## config.mk

```make
export PLATFORM = sky130hd
export DESIGN_NAME = div_meter
export DESIGN_NICKNAME = d
export VERILOG_FILES = /design/src/rtl/div_meter.sv
export SDC_FILE = /design/constraint.sdc
export NUM_CORES = 1
export LEC_CHECK = 0
export CAP_MARGIN = 20
export CELL_PAD_IN_SITES_DETAIL_PLACEMENT = 1
export CELL_PAD_IN_SITES_GLOBAL_PLACEMENT = 1
export CORE_MARGIN = 3
export CORE_UTILIZATION = 42
export CTS_BUF_LIST = sky130_fd_sc_hd__clkbuf_4
export DETAILED_ROUTE_END_ITERATION = 12
export GPL_TIMING_DRIVEN = 0
export PLACE_DENSITY_LB_ADDON = 0.3
export SYNTH_ARGS = -nofsm -noshare
export SYNTH_HDL_FRONTEND = slang
export SYNTH_SLANG_ARGS = --single-unit
```

## constraint.sdc

```tcl
create_clock -name clk_sig -period 2.2 [get_ports clk_sig]
set_clock_uncertainty 0.2 [all_clocks]
set_input_delay 0.22 -clock clk_sig [delete_from_list [all_inputs] [get_ports clk_sig]]
set_output_delay 0.22 -clock clk_sig [all_outputs]
set_load 0.05 [all_outputs]
```

## src/rtl/div_meter.sv

```systemverilog
// -----------------------------------------------------------------------------
// div_meter
// Measures the period and high time of a slow periodic input (typically the
// output of a clock divider), counted in clk_sig cycles, one measurement per
// start_sig request.
//
// Ports
//   clk_sig     in   system clock, rising edge
//   rst_sig     in   asynchronous active-high reset
//   in_sig      in   signal to measure
//   start_sig   in   one-cycle measurement request (ignored while busy)
//   busy_sig    out  high while waiting for the first rise or measuring
//   valid_sig   out  one-cycle pulse: period_sig/high_sig just updated
//   err_sig     out  one-cycle pulse: no rise seen before a counter ran out
//   period_sig  out  last measured period   [WIDTH-1:0]
//   high_sig    out  last measured high time [WIDTH-1:0]
//
// Build option
//   DIV_METER_SYNC_EN  defined: in_sig passes a 2-flop synchronizer (2-cycle
//                      latency); undefined: single sampling flop (1 cycle).
//                      Measured values are the same in both builds.
// -----------------------------------------------------------------------------
module div_meter #(
    parameter int WIDTH = 8
) (
    input  logic             clk_sig,
    input  logic             rst_sig,
    input  logic             in_sig,
    input  logic             start_sig,
    output logic             busy_sig,
    output logic             valid_sig,
    output logic             err_sig,
    output logic [WIDTH-1:0] period_sig,
    output logic [WIDTH-1:0] high_sig
);

    // A counter "reaches" the all-ones limit in the cycle it would step onto
    // it, so the timeout test compares against limit-1.
    localparam logic [WIDTH-1:0] CNT_LAST = {{(WIDTH-1){1'b1}}, 1'b0};
    localparam logic [WIDTH-1:0] ONE      = {{(WIDTH-1){1'b0}}, 1'b1};

    typedef enum logic [1:0] {
        IDLE      = 2'd0,
        WAIT_RISE = 2'd1,
        MEASURE   = 2'd2
    } state_t;

    state_t           state_q, state_d;
    logic             s_q, s_d;
    logic             p_q, p_d;
    logic [WIDTH-1:0] wait_cnt_q, wait_cnt_d;
    logic [WIDTH-1:0] per_cnt_q, per_cnt_d;
    logic [WIDTH-1:0] high_cnt_q, high_cnt_d;
    logic [WIDTH-1:0] period_q, period_d;
    logic [WIDTH-1:0] high_q, high_d;
    logic             busy_q, busy_d;
    logic             valid_q, valid_d;
    logic             err_q, err_d;
    logic             rise;

`ifdef DIV_METER_SYNC_EN
    logic             sync1_q, sync1_d;
`endif

    assign rise = s_q & ~p_q;

    always_comb begin
        state_d    = state_q;
        wait_cnt_d = wait_cnt_q;
        per_cnt_d  = per_cnt_q;
        high_cnt_d = high_cnt_q;
        period_d   = period_q;
        high_d     = high_q;
        valid_d    = 1'b0;
        err_d      = 1'b0;
        p_d        = s_q;
`ifdef DIV_METER_SYNC_EN
        sync1_d    = in_sig;
        s_d        = sync1_q;
`else
        s_d        = in_sig;
`endif

        case (state_q)
            IDLE: begin
                if (start_sig) begin
                    state_d    = WAIT_RISE;
                    wait_cnt_d = '0;
                end
            end
            WAIT_RISE: begin
                // The rise cycle itself is cycle 1 of the period, and s is high in it.
                if (rise) begin
                    state_d    = MEASURE;
                    per_cnt_d  = ONE;
                    high_cnt_d = ONE;
                end else if (wait_cnt_q == CNT_LAST) begin
                    state_d = IDLE;
                    err_d   = 1'b1;
                end else begin
                    wait_cnt_d = wait_cnt_q + ONE;
                end
            end
            MEASURE: begin
                // A rise wins over the limit being reached in the same cycle.
                if (rise) begin
                    state_d  = IDLE;
                    period_d = per_cnt_q;
                    high_d   = high_cnt_q;
                    valid_d  = 1'b1;
                end else if (per_cnt_q == CNT_LAST) begin
                    state_d = IDLE;
                    err_d   = 1'b1;
                end else begin
                    per_cnt_d  = per_cnt_q + ONE;
                    high_cnt_d = high_cnt_q + {{(WIDTH-1){1'b0}}, s_q};
                end
            end
            default: state_d = IDLE;
        endcase

        busy_d = (state_d != IDLE);
    end

    always_ff @(posedge clk_sig or posedge rst_sig) begin
        if (rst_sig) begin
            state_q    <= IDLE;
            s_q        <= 1'b0;
            p_q        <= 1'b0;
            wait_cnt_q <= '0;
            per_cnt_q  <= '0;
            high_cnt_q <= '0;
            period_q   <= '0;
            high_q     <= '0;
            busy_q     <= 1'b0;
            valid_q    <= 1'b0;
            err_q      <= 1'b0;
`ifdef DIV_METER_SYNC_EN
            sync1_q    <= 1'b0;
`endif
        end else begin
            state_q    <= state_d;
            s_q        <= s_d;
            p_q        <= p_d;
            wait_cnt_q <= wait_cnt_d;
            per_cnt_q  <= per_cnt_d;
            high_cnt_q <= high_cnt_d;
            period_q   <= period_d;
            high_q     <= high_d;
            busy_q     <= busy_d;
            valid_q    <= valid_d;
            err_q      <= err_d;
`ifdef DIV_METER_SYNC_EN
            sync1_q    <= sync1_d;
`endif
        end
    end

    assign busy_sig   = busy_q;
    assign valid_sig  = valid_q;
    assign err_sig    = err_q;
    assign period_sig = period_q;
    assign high_sig   = high_q;

endmodule

```

======== Yosys cells after proc, flatten, opt, wreduce, memory -nomap -nowiden ========
Cells that the tools add are included.
word-level totals
  flip-flop bits (word level) ............. 47
  input bits .............................. 4
  output and inout port bits .............. 19
  word-level logic and storage cells ...... 57
operators by class
  add/subtract/negate cells ............... 3
  equality and inequality tests ........... 10
  multiplexer cells ....................... 24
  bitwise logic cells ..................... 2
  reduce and logical (&&, ||, !) cells .... 7
operators by type and width
  cell                                            count
  2-to-1 mux 8 bit                                8
  case mux 8 bit (2 select lines)                 3
  adder 8 x 1 -> 8 bit (second input constant)    2
  == test 8 bit (second input constant)           2
  != test 2 bit (second input constant)           6
  2-to-1 mux 2 bit                                5
  adder 8 x 1 -> 8 bit                            1
  AND reduction 4 bit                             2
  2-to-1 mux 1 bit                                6
  case mux 2 bit (3 select lines)                 1
  nonzero test 2 bit                              3
  == test 2 x 1 -> 1 bit (second input constant)  1
  == test 2 bit (second input constant)           1
  zero test 2 bit                                 1
  case mux 1 bit (2 select lines)                 1
  AND reduction 2 bit                             1
  AND 1 bit                                       1
  inverter 1 bit                                  1

======== Longest topological paths before layout ========
Gate-level depths: netlist of run 1.
  depth after elaboration ................. 5
  mapped depth ............................ 7
  depth with buffers taken out ............ 7

======== Worst setup path after synthesis of run 1 ========
Ideal clock, no wire load.
  path type ............................... reg2reg
  start ................................... register per_cnt_q[0]
  end ..................................... register high_cnt_q[7]
  setup time .............................. 66 ps
  arrival time ............................ 1882 ps
  data required time ...................... 1934 ps
  slack ................................... 52 ps
  cell stages (with the launch flop) ...... 8
  path buffers ............................ 0
  clock period less this slack ............ 2148 ps
  cells stage by stage .................... dfrtp_1 inv_1 ha_1 nand3_1 o21ai_2 or4_4 or4_1 nand2_1
between the ends
  word-level cells in the longest chain between the ends .. 3
RTL lines
  element                        line  RTL
  from (decl)                    52    logic [WIDTH-1:0] per_cnt_q, per_cnt_d;
  from (signal assigned)         146   per_cnt_q <= per_cnt_d;
  == test 8 bit                  111   end else if (per_cnt_q == CNT_LAST) begin
  != test 2 bit (no line)        --
  AND reduction 4 bit (no line)  --
  to (signal assigned)           147   high_cnt_q <= high_cnt_d;
  to (decl)                      53    logic [WIDTH-1:0] high_cnt_q, high_cnt_d;
No other way between the ends.
A chain may end at the register's enable or synchronous reset.

======== Final worst setup path of run 1 ========
  start ................................... register state_q[0]
  end ..................................... register high_cnt_q[7]
between the ends
  word-level cells in the longest chain between the ends .. 3
  elaborated cells between the ends (all ways) .. 8
  classes of those cells .................. eq/ne (5); mux (1); reduce/logical (2)
RTL lines
  element                                                               line  RTL
  from (decl)                                                           48    state_t state_q, state_d;
  from (signal assigned)                                                142   state_q <= state_d;
  == test 2 bit / == test 2 x 1 -> 1 bit (equally long branches)        84    case (state_q)
  != test 2 bit (no line) / nonzero test 2 bit (equally long branches)  --
  AND reduction 4 bit (no line)                                         --
Several ways; a longest one is shown, not always the timed one.

==> results.yml, run 1 <==
synthesis:
  synth_top_area_share_pct: 52.7
  synthSimpleGateAreaFrac_pct: 18.8
  mappedNetlistNets: 219
  ys_ff_latch: 47
  synth_compound_area_share_pct: 4.99
  synth-seq-area-share_pct: 52.7
  postSynthAreaPerCell_um2: 10.9
  synthAdderAreaFrac_pct: 5.61
  synth_top_family_by_area: "simple AND/OR/NAND/NOR gates"
  synth.distinct_cells: 37
  synth_mux_area_share_pct: 9.81
  syn_area_um2: 2230
  synthTopCellsByArea: "dfrtp_1 53%, mux2_2 7.6%, ha_1 5.6%, nand3_1 3.6%, nand2_1 3.2%"
  yosys.area.top_type: "dfrtp_1"
  yosys.area_share.xor_xnor_pct: 5.10
  synth_warnings: 0
  synthCells: 205
critical_path:
  critical_path.max_fanout: 8
  required_ns: 2.30
  critical_path.top_delay_family: "simple AND/OR/NAND/NOR gates"
  critPathKind: "register to register"
  worstPathArrival_ns: 2.24
  cp_num_buf_inv: 1
  startpoint_type: "register"
  cp_slowest_cell: "or4_4"
  critPathMaxStageDelay_ns: 0.55
  end_kind: "register"
  cp_cell_sequence: "buf_12 -> ha_4 -> or4_4 -> or4_1 -> nand2_1"
drt:
  via_count: 1623
  routedWlPerCell_um: 15.4
  vias_per_cell: 5.27
  totalWireLength_mm: 4.73
  first_pass_iters: 4
  final_antenna_net_count: 0
  drt-initial-drc-count: 46
  drc: 0
clock_tree:
  htreeDepth: 2
  clockRootBuffer: "clkbuf_4"
  path_clk_slew_ns: 0.13
  clockBufferDepth: 2
  cts_buffers: 5
  tritoncts_num_sinks: 47
  tritoncts: "done"
  worstSkewPairLatency_ns: 0.35
finish:
  layout.nets: 255
  drive_above_1_share_pct: 20.7
  fill_cells: 547
  postLayoutCoreUtil_pct: 55.9
  diodes: 0
  fin_area_um2: 2750
  syn2layout_area_growth_pct: 23.1
  multi_input_comb_area_um2: 1030
  area.sequential_um2: 1180
  stdcell_count: 308
floorplan:
  start_util_pct: 45.4
  row_count: 25
  die_y_um: 78.9
  fp.dieW_um: 78.9
  ioPinCount: 23
  coreArea_um2: 4910
  die_area_um2: 6220
power:
  peakVddDrop_mv: 0.502
  p_leak_nw: 1.24
  power_density_nw_per_um2: 973
global_routing:
  grt_pass1_wl_mm: 8.22
  grt_pass1_vias: 1736
  antenna_found_initial: 0
  track_usage_pct: 16.7
  grt_start_max_net_pins: 32
  grt_overflow: 0
place:
  placed_area_um2: 2550
  dp.cells: 295
  portBuffers: 22
  post-dp-hpwl_mm: 3.43
  gp_congestion: 0.771
hold_path:
  min_path_type: "primary input to register"
timing:
  hold_slack_ns: 0.108
  post-route-min-period_ns: 2.14
  rsz0062_at_grt: "yes"
  slew_viol_final: 0
  fmaxAchievable_ghz: 0.467
  worst_slew_pin_slew_ns: 0.512
  maxSlewHeadroom_pct: 65.7
  setup-violations-final: 0
  fin_crit_sh_pct: 97.3
  hold_viol_final: 0
status:
  outcome: "completed"
flow_run:
  cap_violations: 0
cells in the mapped netlist:
master     number
dfrtp_1        47
nand2_1        19
nor2_1         19
nand3_1        16
mux2_2         15
inv_1          11
ha_1           10
xnor2_1         7
xor2_1          6
mux2i_1         5
nor3_1          5
o21ai_0         5
nand4_1         4
nor4_1          4
o211ai_1        4
or2_2           3
a21oi_1         2
and3_1          2
clkbuf_1        2
nand2b_1        2
a2111oi_0       1
a311oi_1        1
buf_1           1
buf_2           1
buf_4           1
nand4_4         1
nor2b_1         1
nor3_2          1
nor4b_1         1
o21a_1          1
o21ai_1         1
o21ai_2         1
o31ai_1         1
or2b_1          1
or3_1           1
or4_1           1
or4_4           1
what timing repair did:
action                                 CTS  global route
endpoints found under the hold margin   16             0
setup buffers                            3             3
resized for setup                        7             7
hold buffers                             1             0
setup endpoints to repair               11            16
gates cloned                             0             0
pin swaps                                1             0
registers in the layout, summed over array words and instances, names as in the netlist:
signal / flops
busy_sig: 1
err_sig: 1
high_cnt_q: 8
high_sig: 8
p_d: 1
p_q: 1
per_cnt_q: 8
period_sig: 8
state_q: 2
valid_sig: 1
wait_cnt_q: 8
per-layer routing:
metal | vias up | global-route usage (%) | share of wire, %
met5 | - | 0 | 0
met4 | 0 | 4.12 | 0.61
met3 | 2 | 3.51 | 2.7
met2 | 23 | 28.0 | 49
met1 | 816 | 22.2 | 48
li1 | 782 | - | -
cell families (layout without fill, tap and decap cells):
family                     count (synthesis)  in the layout
muxes                                     20             20
and+or+nand+nor                           82             82
DFF                                       47             47
adders and majority gates                 10             10
AOI/OAI and AO/OA                         17             17
buffers and inverters                     16             52
xor gates and xnor gates                  13             13
path summary, 6_finish.rpt:
check	end	cells past startpoint	slack [ns]	start
worst max register to register	high_cnt_q[7]	5	0.06	state_q[0]
worst max-delay path	high_cnt_q[7]	5	0.06	state_q[0]
min in group asynchronous	period_sig[5]	3	0.51	rst_sig
worst min-delay path	p_d	1	0.11	in_sig
max in group asynchronous	state_q[0]	4	0.79	rst_sig
worst min register to register	p_q	0	0.23	p_d
stage by stage:
stage	setup WS [ns]	setup TNS [ns]	power, mW
global route	-0.00244	-0.00244	2.87
floorplan	0.0518	0	1.75
CTS	0.00670	0	2.60
global placement	-0.285	-13.42	1.99
detailed placement	-0.107	-0.179	2.02
finish	0.0584	0	2.67
cell usage in the layout (no fill, tap or decap), types with 4 or more instances in the layout:
| master | synthesis | layout |
|---|---|---|
| nor3_1 | 5 | 4 |
| clkdlybuf4s50_1 | 0 | 22 |
| xor2_1 | 6 | 6 |
| nand4_1 | 4 | 4 |
| o21ai_0 | 5 | 5 |
| nor2_1 | 19 | 18 |
| mux2_2 | 15 | 15 |
| dfrtp_1 | 47 | 44 |
| buf_4 | 1 | 5 |
| ha_1 | 10 | 9 |
| o211ai_1 | 4 | 4 |
| inv_1 | 11 | 9 |
| nand2_1 | 19 | 18 |
| clkbuf_4 | 0 | 6 |
| xnor2_1 | 7 | 7 |
| mux2i_1 | 5 | 5 |
| nand3_1 | 16 | 15 |
layout make-up:
cell class | count | share of cell area [%]
multi-input cells | 142 | 37.6
clock buffers | 6 | 1.64
inverters | 11 | 1.50
plain buffers | 4 | 0.866
repair buffers | 30 | 11.2
flip-flops and latches | 47 | 43.0
clock inverters | 1 | 1.09
well taps | 67 | 3.05
report_power, final:
part | switching, mW | internal [mW]
clock | 0.260 | 0.247
combinational | 0.626 | 0.412
sequential | 0.125 | 1.00
total | 1.01 | 1.66
(Power assumes the default switching activity.)
==> run 2, diff against run 1 <==
--- a/config.mk
+++ b/config.mk
@@ -14,6 +14,7 @@
 export DETAILED_ROUTE_END_ITERATION = 12
 export GPL_TIMING_DRIVEN = 0
 export PLACE_DENSITY_LB_ADDON = 0.3
+export SLEW_MARGIN = 25
 export SYNTH_ARGS = -nofsm -noshare
 export SYNTH_HDL_FRONTEND = slang
 export SYNTH_SLANG_ARGS = --single-unit
==> results of run 2 <==
No change in the layout: final DEF, timing and power equal those of run 1.
